==> config.mk <==
export PLATFORM = sky130hd
export DESIGN_NAME = hazard_forward_ctrl_flat
export DESIGN_NICKNAME = d
export VERILOG_FILES = /design/src/rtl/hazard_forward_ctrl_if.sv /design/src/rtl/hazard_forward_ctrl.sv /design/src/flat_wrapper.sv
export SDC_FILE = /design/constraint.sdc
export NUM_CORES = 1
export LEC_CHECK = 0
export ABC_AREA = 1
export BUFFER_PORTS_ARGS = -buffer_cell sky130_fd_sc_hd__buf_2
export CAP_MARGIN = 20
export CORE_UTILIZATION = 35
export CTS_BUF_LIST = sky130_fd_sc_hd__clkbuf_8
export CTS_CLUSTER_DIAMETER = 200
export DETAILED_ROUTE_END_ITERATION = 10
export PLACE_DENSITY_LB_ADDON = 0.12
export SETUP_SLACK_MARGIN = 0.3
export SLEW_MARGIN = 20
export SYNTH_ARGS = -nofsm -noshare
export SYNTH_HDL_FRONTEND = slang
export SYNTH_SLANG_ARGS = --single-unit
export TNS_END_PERCENT = 1
==> constraint.sdc <==
create_clock -name clk -period 1.7 [get_ports clk]
set_clock_uncertainty 0.05 [all_clocks]
set_input_delay 0.255 -clock clk [delete_from_list [all_inputs] [get_ports clk]]
set_output_delay 0.255 -clock clk [all_outputs]
set_load 0.005 [all_outputs]
==> src/rtl/hazard_forward_ctrl_if.sv <==
// hazard_forward_ctrl_if: decode-side inputs and hazard/forwarding controls
interface hazard_forward_ctrl_if #(parameter int CNT_W = 16);
  logic             id_valid;
  logic [3:0]       id_op;
  logic [2:0]       id_sr1;
  logic [2:0]       id_sr2;
  logic             id_uses_sr1;
  logic             id_uses_sr2;
  logic [2:0]       id_dest;
  logic             id_writes;
  logic             dmem_stall;
  logic             flush;
  logic [1:0]       fwd_a_sel;
  logic [1:0]       fwd_b_sel;
  logic             stall_id;
  logic             bubble_ex;
  logic             freeze;
  logic [CNT_W-1:0] bubble_count;
  logic             fwd_conflict;
  modport master (
    output id_valid, id_op, id_sr1, id_sr2, id_uses_sr1, id_uses_sr2, id_dest, id_writes, dmem_stall, flush,
    input  fwd_a_sel, fwd_b_sel, stall_id, bubble_ex, freeze, bubble_count, fwd_conflict
  );
  modport slave (
    input  id_valid, id_op, id_sr1, id_sr2, id_uses_sr1, id_uses_sr2, id_dest, id_writes, dmem_stall, flush,
    output fwd_a_sel, fwd_b_sel, stall_id, bubble_ex, freeze, bubble_count, fwd_conflict
  );
endinterface

==> src/rtl/hazard_forward_ctrl.sv <==
// hazard_forward_ctrl: LC-3b EX operand forwarding and load-use/dmem/flush pipeline control
module hazard_forward_ctrl #(
  parameter int CNT_W = 16
) (
  input logic                  clk,
  input logic                  reset_n,
  hazard_forward_ctrl_if.slave bus
);
  typedef struct packed {
    logic       valid;
    logic [2:0] dest;
    logic       writes;
    logic       load;
  } prod_t;
  typedef struct packed {
    prod_t      p;
    logic [2:0] sr1;
    logic [2:0] sr2;
    logic       use1;
    logic       use2;
  } ex_t;
  typedef struct packed {
    logic       valid;
    logic [2:0] dest;
    logic       writes;
  } wb_t;
  ex_t              ex_q, ex_d, id_ex;
  prod_t            mem_q, mem_d;
  wb_t              wb_q, wb_d;
  logic [CNT_W-1:0] cnt_q, cnt_d;
  logic             id_load, load_use, hold, bubble;
  function automatic logic [1:0] fwd_sel(input logic use_src, input logic [2:0] src, input prod_t mem, input wb_t wb);
    return !use_src ? 2'b00 :
           (mem.valid & mem.writes & ~mem.load & (mem.dest == src)) ? 2'b01 :
           (wb.valid & wb.writes & (wb.dest == src)) ? 2'b10 : 2'b00;
  endfunction
  always_comb begin
    id_load  = bus.id_op inside {4'd2, 4'd6, 4'd10};
    id_ex    = {bus.id_valid, bus.id_dest, bus.id_writes, id_load,
                bus.id_sr1, bus.id_sr2, bus.id_uses_sr1, bus.id_uses_sr2};
    load_use = bus.id_valid & ex_q.p.valid & ex_q.p.load & ex_q.p.writes &
               ((bus.id_uses_sr1 & (bus.id_sr1 == ex_q.p.dest)) | (bus.id_uses_sr2 & (bus.id_sr2 == ex_q.p.dest)));
    hold     = bus.dmem_stall;
    bubble   = ~hold & ~bus.flush & load_use;
    ex_d     = hold ? ex_q : (bus.flush | load_use) ? '0 : id_ex;
    mem_d    = hold ? mem_q : ex_q.p;
    if (bus.flush & ~hold) mem_d.valid = 1'b0;
    wb_d     = hold ? wb_q : {mem_q.valid, mem_q.dest, mem_q.writes};
    cnt_d    = (bubble & ~&cnt_q) ? cnt_q + 1'b1 : cnt_q;
  end
  always_ff @(posedge clk or negedge reset_n) begin
    if (!reset_n) begin
      ex_q  <= '0;
      mem_q <= '0;
      wb_q  <= '0;
      cnt_q <= '0;
    end else begin
      ex_q  <= ex_d;
      mem_q <= mem_d;
      wb_q  <= wb_d;
      cnt_q <= cnt_d;
    end
  end
  assign bus.fwd_a_sel    = fwd_sel(ex_q.use1, ex_q.sr1, mem_q, wb_q);
  assign bus.fwd_b_sel    = fwd_sel(ex_q.use2, ex_q.sr2, mem_q, wb_q);
  assign bus.freeze       = reset_n & hold;
  assign bus.stall_id     = reset_n & (hold | bubble);
  assign bus.bubble_ex    = reset_n & bubble;
  assign bus.bubble_count = cnt_q;
  assign bus.fwd_conflict = ex_q.p.valid & mem_q.valid & mem_q.writes & mem_q.load &
                            ((ex_q.use1 & (ex_q.sr1 == mem_q.dest)) | (ex_q.use2 & (ex_q.sr2 == mem_q.dest)));
endmodule

==> src/flat_wrapper.sv <==
// flat-port wrapper written by rule: the top's interface ports become plain ports
module hazard_forward_ctrl_flat 
#(
  parameter int CNT_W = 16
)
  (clk, reset_n, bus_id_valid, bus_id_op, bus_id_sr1, bus_id_sr2, bus_id_uses_sr1, bus_id_uses_sr2, bus_id_dest, bus_id_writes, bus_dmem_stall, bus_flush, bus_fwd_a_sel, bus_fwd_b_sel, bus_stall_id, bus_bubble_ex, bus_freeze, bus_bubble_count, bus_fwd_conflict);
  hazard_forward_ctrl_if #(.CNT_W(CNT_W)) bus_i ();
  input logic clk;
  input logic reset_n;
  input wire logic [$bits(bus_i.id_valid)-1:0] bus_id_valid;
  input wire logic [$bits(bus_i.id_op)-1:0] bus_id_op;
  input wire logic [$bits(bus_i.id_sr1)-1:0] bus_id_sr1;
  input wire logic [$bits(bus_i.id_sr2)-1:0] bus_id_sr2;
  input wire logic [$bits(bus_i.id_uses_sr1)-1:0] bus_id_uses_sr1;
  input wire logic [$bits(bus_i.id_uses_sr2)-1:0] bus_id_uses_sr2;
  input wire logic [$bits(bus_i.id_dest)-1:0] bus_id_dest;
  input wire logic [$bits(bus_i.id_writes)-1:0] bus_id_writes;
  input wire logic [$bits(bus_i.dmem_stall)-1:0] bus_dmem_stall;
  input wire logic [$bits(bus_i.flush)-1:0] bus_flush;
  output wire logic [$bits(bus_i.fwd_a_sel)-1:0] bus_fwd_a_sel;
  output wire logic [$bits(bus_i.fwd_b_sel)-1:0] bus_fwd_b_sel;
  output wire logic [$bits(bus_i.stall_id)-1:0] bus_stall_id;
  output wire logic [$bits(bus_i.bubble_ex)-1:0] bus_bubble_ex;
  output wire logic [$bits(bus_i.freeze)-1:0] bus_freeze;
  output wire logic [$bits(bus_i.bubble_count)-1:0] bus_bubble_count;
  output wire logic [$bits(bus_i.fwd_conflict)-1:0] bus_fwd_conflict;
  assign bus_i.id_valid = bus_id_valid;
  assign bus_i.id_op = bus_id_op;
  assign bus_i.id_sr1 = bus_id_sr1;
  assign bus_i.id_sr2 = bus_id_sr2;
  assign bus_i.id_uses_sr1 = bus_id_uses_sr1;
  assign bus_i.id_uses_sr2 = bus_id_uses_sr2;
  assign bus_i.id_dest = bus_id_dest;
  assign bus_i.id_writes = bus_id_writes;
  assign bus_i.dmem_stall = bus_dmem_stall;
  assign bus_i.flush = bus_flush;
  assign bus_fwd_a_sel = bus_i.fwd_a_sel;
  assign bus_fwd_b_sel = bus_i.fwd_b_sel;
  assign bus_stall_id = bus_i.stall_id;
  assign bus_bubble_ex = bus_i.bubble_ex;
  assign bus_freeze = bus_i.freeze;
  assign bus_bubble_count = bus_i.bubble_count;
  assign bus_fwd_conflict = bus_i.fwd_conflict;
  hazard_forward_ctrl #(.CNT_W(CNT_W)) u_core (.clk(clk), .reset_n(reset_n), .bus(bus_i));
endmodule
Word-level counts from Yosys, hierarchy flattened
Cells that the tools add are included.

Flip-flop bits (word level): 41. Input bits: 21. Output and inout port bits: 24. Word-level logic and storage cells: 74.

$add $sub $neg: 1. Equal/unequal tests: 12. Muxes and demuxes: 9. Bitwise logic cells: 33. Reductions and logical operators: 3.

Operators by type and width (count): $and 1x1->1 (26); $eq 3x3->1 (8); $add 16x1->16 const B (1); $reduce_and 16->1 (1); $mux 14 (1); $mux 2 (6); $mux 6 (1); $eq 4x2->1 const B (1); $eq 4x3->1 const B (1); $eq 4x4->1 const B (1); $or 1x1->1 (4); $not 1->1 (3); $reduce_bool 3->1 (1); $ne 2x1->1 const B (1); $logic_not 1->1 (1); $mux 1 (1).

Longest topological paths before layout
Depth after elaboration: 7. Mapped depth: 11. Gate-level depth less buffers: 10.

Least setup slack after synthesis
No wires, ideal clock.

Path kind: register to register. Start point: register u_core.cnt_q[0], in the netlist u_core.bus.bubble_count[0]. End point: register u_core.cnt_q[4], in the netlist u_core.bus.bubble_count[4]. Library setup time: 0.116 ns. Arrival time: 1.460 ns. Data required time: 1.534 ns. Slack: 0.074 ns. Cell stages (with the launch flop): 11. Period minus slack after synthesis: 1.626 ns. Cell sequence: dfrtp_1 -> ha_1 -> nand3_1 -> inv_1 -> nand2_1 -> inv_1 -> nand2_1 -> nand4_2 -> buf_6 -> nand2_1 -> nand2_1.

Cells in the longest elaborated chain, start to end: 3.

Ends and longest elaborated chain: from (decl) (line hazard_forward_ctrl.sv:30) `logic [CNT_W-1:0] cnt_q, cnt_d;`; from (signal assigned) (line hazard_forward_ctrl.sv:61) `cnt_q <= cnt_d;`; parallel branches: the longest is 3 deep, another holds $add 16x1->16.

Several ways; the timed one is not identified. A chain may end at the register's enable or synchronous reset.

Worst setup path after layout
Start point: register u_core.ex_q[4] in the netlist's numbering. End point: output port bus_fwd_conflict.

Cells in the longest elaborated chain, start to end: 4.

Ends and longest elaborated chain: from (decl) (line hazard_forward_ctrl.sv:27) `ex_t ex_q, ex_d, id_ex;`; from (signal assigned) (line hazard_forward_ctrl.sv:53) `ex_q <= '0;`; from (signal assigned) (line hazard_forward_ctrl.sv:58) `ex_q <= ex_d;`; $eq 3x3->1 (line hazard_forward_ctrl.sv:71) `((ex_q.use1 & (ex_q.sr1 == mem_q.dest)) | (ex_q.use2 & (ex_q.sr2 == mem_q.dest)));`; $and 1x1->1 (line hazard_forward_ctrl.sv:71); $or 1x1->1 (line hazard_forward_ctrl.sv:71); $and 1x1->1 (line hazard_forward_ctrl.sv:70) `assign bus.fwd_conflict = ex_q.p.valid & mem_q.valid & mem_q.writes & mem_q.load &`; to (decl) (line flat_wrapper.sv:26) `output wire logic [$bits(bus_i.fwd_conflict)-1:0] bus_fwd_conflict;`.

Every way passes these cells.

==> results.yml <==
outcome:
  outcome: "finished with violations"
  failed_checks: "setup timing"
detailed_routing:
  post_drt_wl_per_cell_um: 12.30
  drcViolationCount: 0
  dr.pass1.iters: 4
  via_per_inst: 4.644
  ant_nets: 0
  wirelength_um: 5349
  via_count: 2020
  dr.first_iter.drc_count: 87
cells_and_area:
  syn2layout_area_growth_pct: 30.44
  final_area_um2: 2970
  antenna_cells: 0
  final_cells: 435
  drive_gt1_share_pct: 30.17
  final_nets: 379
global_routing:
  antenna_found_initial: 0
  grt_max_degree: 42
  grt-ovfl-total: 0
  grtUsageTotal_pct: 17.18
  first_global_vias: 1808
  grt_pass1_wl_um: 8694
logic_synthesis:
  synth_xor_xnor_area_share_pct: 9.615
  synth_seq_area_share_pct: 45.05
  synth-simple-area-share_pct: 31.26
  async_reset_ff_share_pct: 100.0
  syn_area_um2: 2277
  syn_avg_cell_area_um2: 7.591
  synth_compound_area_share_pct: 5.604
  synth_top_area_cell: "dfrtp_1"
  yosysTopAreaCellShare_pct: 45.05
  yosys_most_used_dff: "dfrtp_1"
  netlist_instances: 300
  synth_mux_area_share_pct: 0
  synth_most_common_cell: "nand2_1"
  yosysUniqueCellTypes: 24
  yosys.area_share.adder_pct: 0.5495
  ys_top_cells_by_count: "nand2_1, dfrtp_1, inv_1"
  synth_edf_count: 0
  syn_nets: 322
  yosys_warnings: 0
  ys_top_cells_by_area: "dfrtp_1, nand2_1, xor2_1"
  synth_top_family_by_area: "simple AND/OR/NAND/NOR gates"
  ys_seq_elements: 41
timing:
  period_share_pct: 106.3
  tightestPinTransition_ps: 542.9
  finalMaxSlewViolations: 0
  maxSlewHeadroom_pct: 63.80
  grt_setup_unrepaired: "yes"
  setup_slack_ps: -106.9
  hold_viol_final: 0
  setup_violations: 6
  min_period_ps: 1807
  max_freq_ghz: 0.5534
critical_path:
  cp_top_family: "flip-flops"
  cp_cell_sequence: "xor2_1 -> nor3_2 -> nand2_1 -> a21oi_1 -> buf_2"
  required_ps: 1390
  critical_path_class: "reg2out"
  max_stage_delay_ps: 440
  cp_data_arrival_time_ps: 1500
  reg2reg_depth: 10
  worst-path-buf-inv: 1
  cp-end-kind: "primary output"
  worstPathMaxFanout: 3
  slowest_stage: "dfrtp_1"
  worst-path-stages: 5
  startpoint_type: "flip-flop"
die:
  dieArea_um2: 6833
  core_um2: 6314
  die_x_um: 82.66
  fp-row-count: 29
  io_pins: 45
  start_util_pct: 36.07
  die_h_um: 82.66
hold_path:
  min_path_type: "in2async"
clock_tree:
  clock-sinks: 41
  clk_path_buf_depth: 2
  clk_pin_slew_ps: 80
  cts-root-buf: "clkbuf_8"
  htree_levels: 2
  cts_made_buffers: 5
  cts_tree: "built"
  insertion_delay_ps: 300
placement:
  io_buffers: 44
  placed_area_um2: 2625
  dp.final_hpwl_um: 3905
  dp.cells: 421
  gp_congestion: 0.7529
run:
  cap_violations: 0
pwr:
  cellPowerDensity_nw_per_um2: 770.6
  leakage_nw: 1.536
  max-vdd-ir-drop_uv: 341.4
-- power by group --
group          internal [mW]  switching, mW
registers               1.03         0.0458
logic                  0.117          0.167
clock network          0.583          0.350
total                   1.73          0.562
-- placed cells by master, fill, tap and decap left out, types with 5 or more instances in the layout --
cell        n
nand2_1   106
buf_2      44
dfrtp_1    38
inv_1      32
xor2_1     18
nor2_1     15
buf_4      12
o21ai_0    10
xnor2_1     7
nand3_1     7
o21ai_2     7
nor3_1      6
nand3_2     6
nand2_2     5
clkbuf_8    5
-- flip-flops by register name (all words and copies together) (netlist names) --
name,flops
u_core.mem_q,6
u_core.bus.bubble_count,16
u_core.wb_q,5
u_core.ex_q,14
-- logic make-up (layout without fill, tap and decap cells) --
group / count (synthesis) / count (layout)
and+or+nand+nor: 165 / 165
DFF: 41 / 41
buffers and inverters: 43 / 101
AOI/OAI and AO/OA: 25 / 25
adders and majority gates: 1 / 1
xor gates and xnor gates: 25 / 25
-- worst register-to-register path, stage by stage, from the launching register on --
cell,delay [ps]
dfrtp_1,410
nand2_1,70
nand2_1,60
nor2_2,110
nand2_1,90
nand2_4,90
nand3_4,80
buf_4,160
nor2_8,210
nand2_1,100
nand2_1,60
-- cell type report --
| class | instances | area, um2 |
|---|---|---|
| inverter | 36 | 135.1 |
| tap | 77 | 96.34 |
| clock buffer | 5 | 68.82 |
| fill | 668 | 3343 |
| clock inverter | 3 | 65.06 |
| sequential | 41 | 1030 |
| multi-input combinational | 216 | 1254 |
| timing repair buffer | 57 | 321.6 |
-- repair_timing --
| item | 4_1_cts | 5_1_grt |
|---|---|---|
| setup buffers | 4 | 2 |
| endpoints found under the hold margin | 0 | 0 |
| pin swaps | 24 | 30 |
| gates resized for setup | 16 | 29 |
| hold buffers | 0 | 0 |
| setup endpoints to repair | 32 | 37 |
-- stage by stage --
stage          TNS, ps  total power [mW]  hold WS [ps]  worst slack [ps]  util, %
2_1_floorplan        0             1.225        -90.59             227.4        -
6_report        -396.6             2.289         77.72            -106.9    47.05
5_1_grt          -1277             2.398         130.1            -196.2    47.05
3_5_place_dp         0             1.319         423.5             106.0    41.58
3_3_place_gp         0             1.317         418.7             106.5    41.58
4_1_cts         -424.4             2.295         104.0            -95.96    45.30
-- path summary, 6_finish.rpt --
check,from,to,slack (ps)
max in group asynchronous,reset_n,u_core.bus.bubble_count[4]$_DFFE_PN0P_,1110
worst max-delay path,u_core.ex_q[4]$_DFFE_PN0N_,bus_fwd_conflict,-110
worst max register to register,u_core.ex_q[10]$_DFFE_PN0N_,u_core.bus.bubble_count[15]$_DFFE_PN0P_,140
worst min-delay path,reset_n,u_core.ex_q[1]$_DFFE_PN0N_,80
worst min register to register,u_core.wb_q[0]$_DFFE_PN0N_,u_core.wb_q[0]$_DFFE_PN0N_,440
min in group clk,bus_id_dest[2],u_core.ex_q[12]$_DFFE_PN0N_,130
-- per-layer routing --
layer	GRT usage, %	up-vias	part of all wire, %
met2	23.20	43	43
met3	3.626	6	4.8
met5	0	-	0
met4	5.172	0	1.2
li1	-	1048	-
met1	26.68	923	51
(Power assumes the default switching activity.)
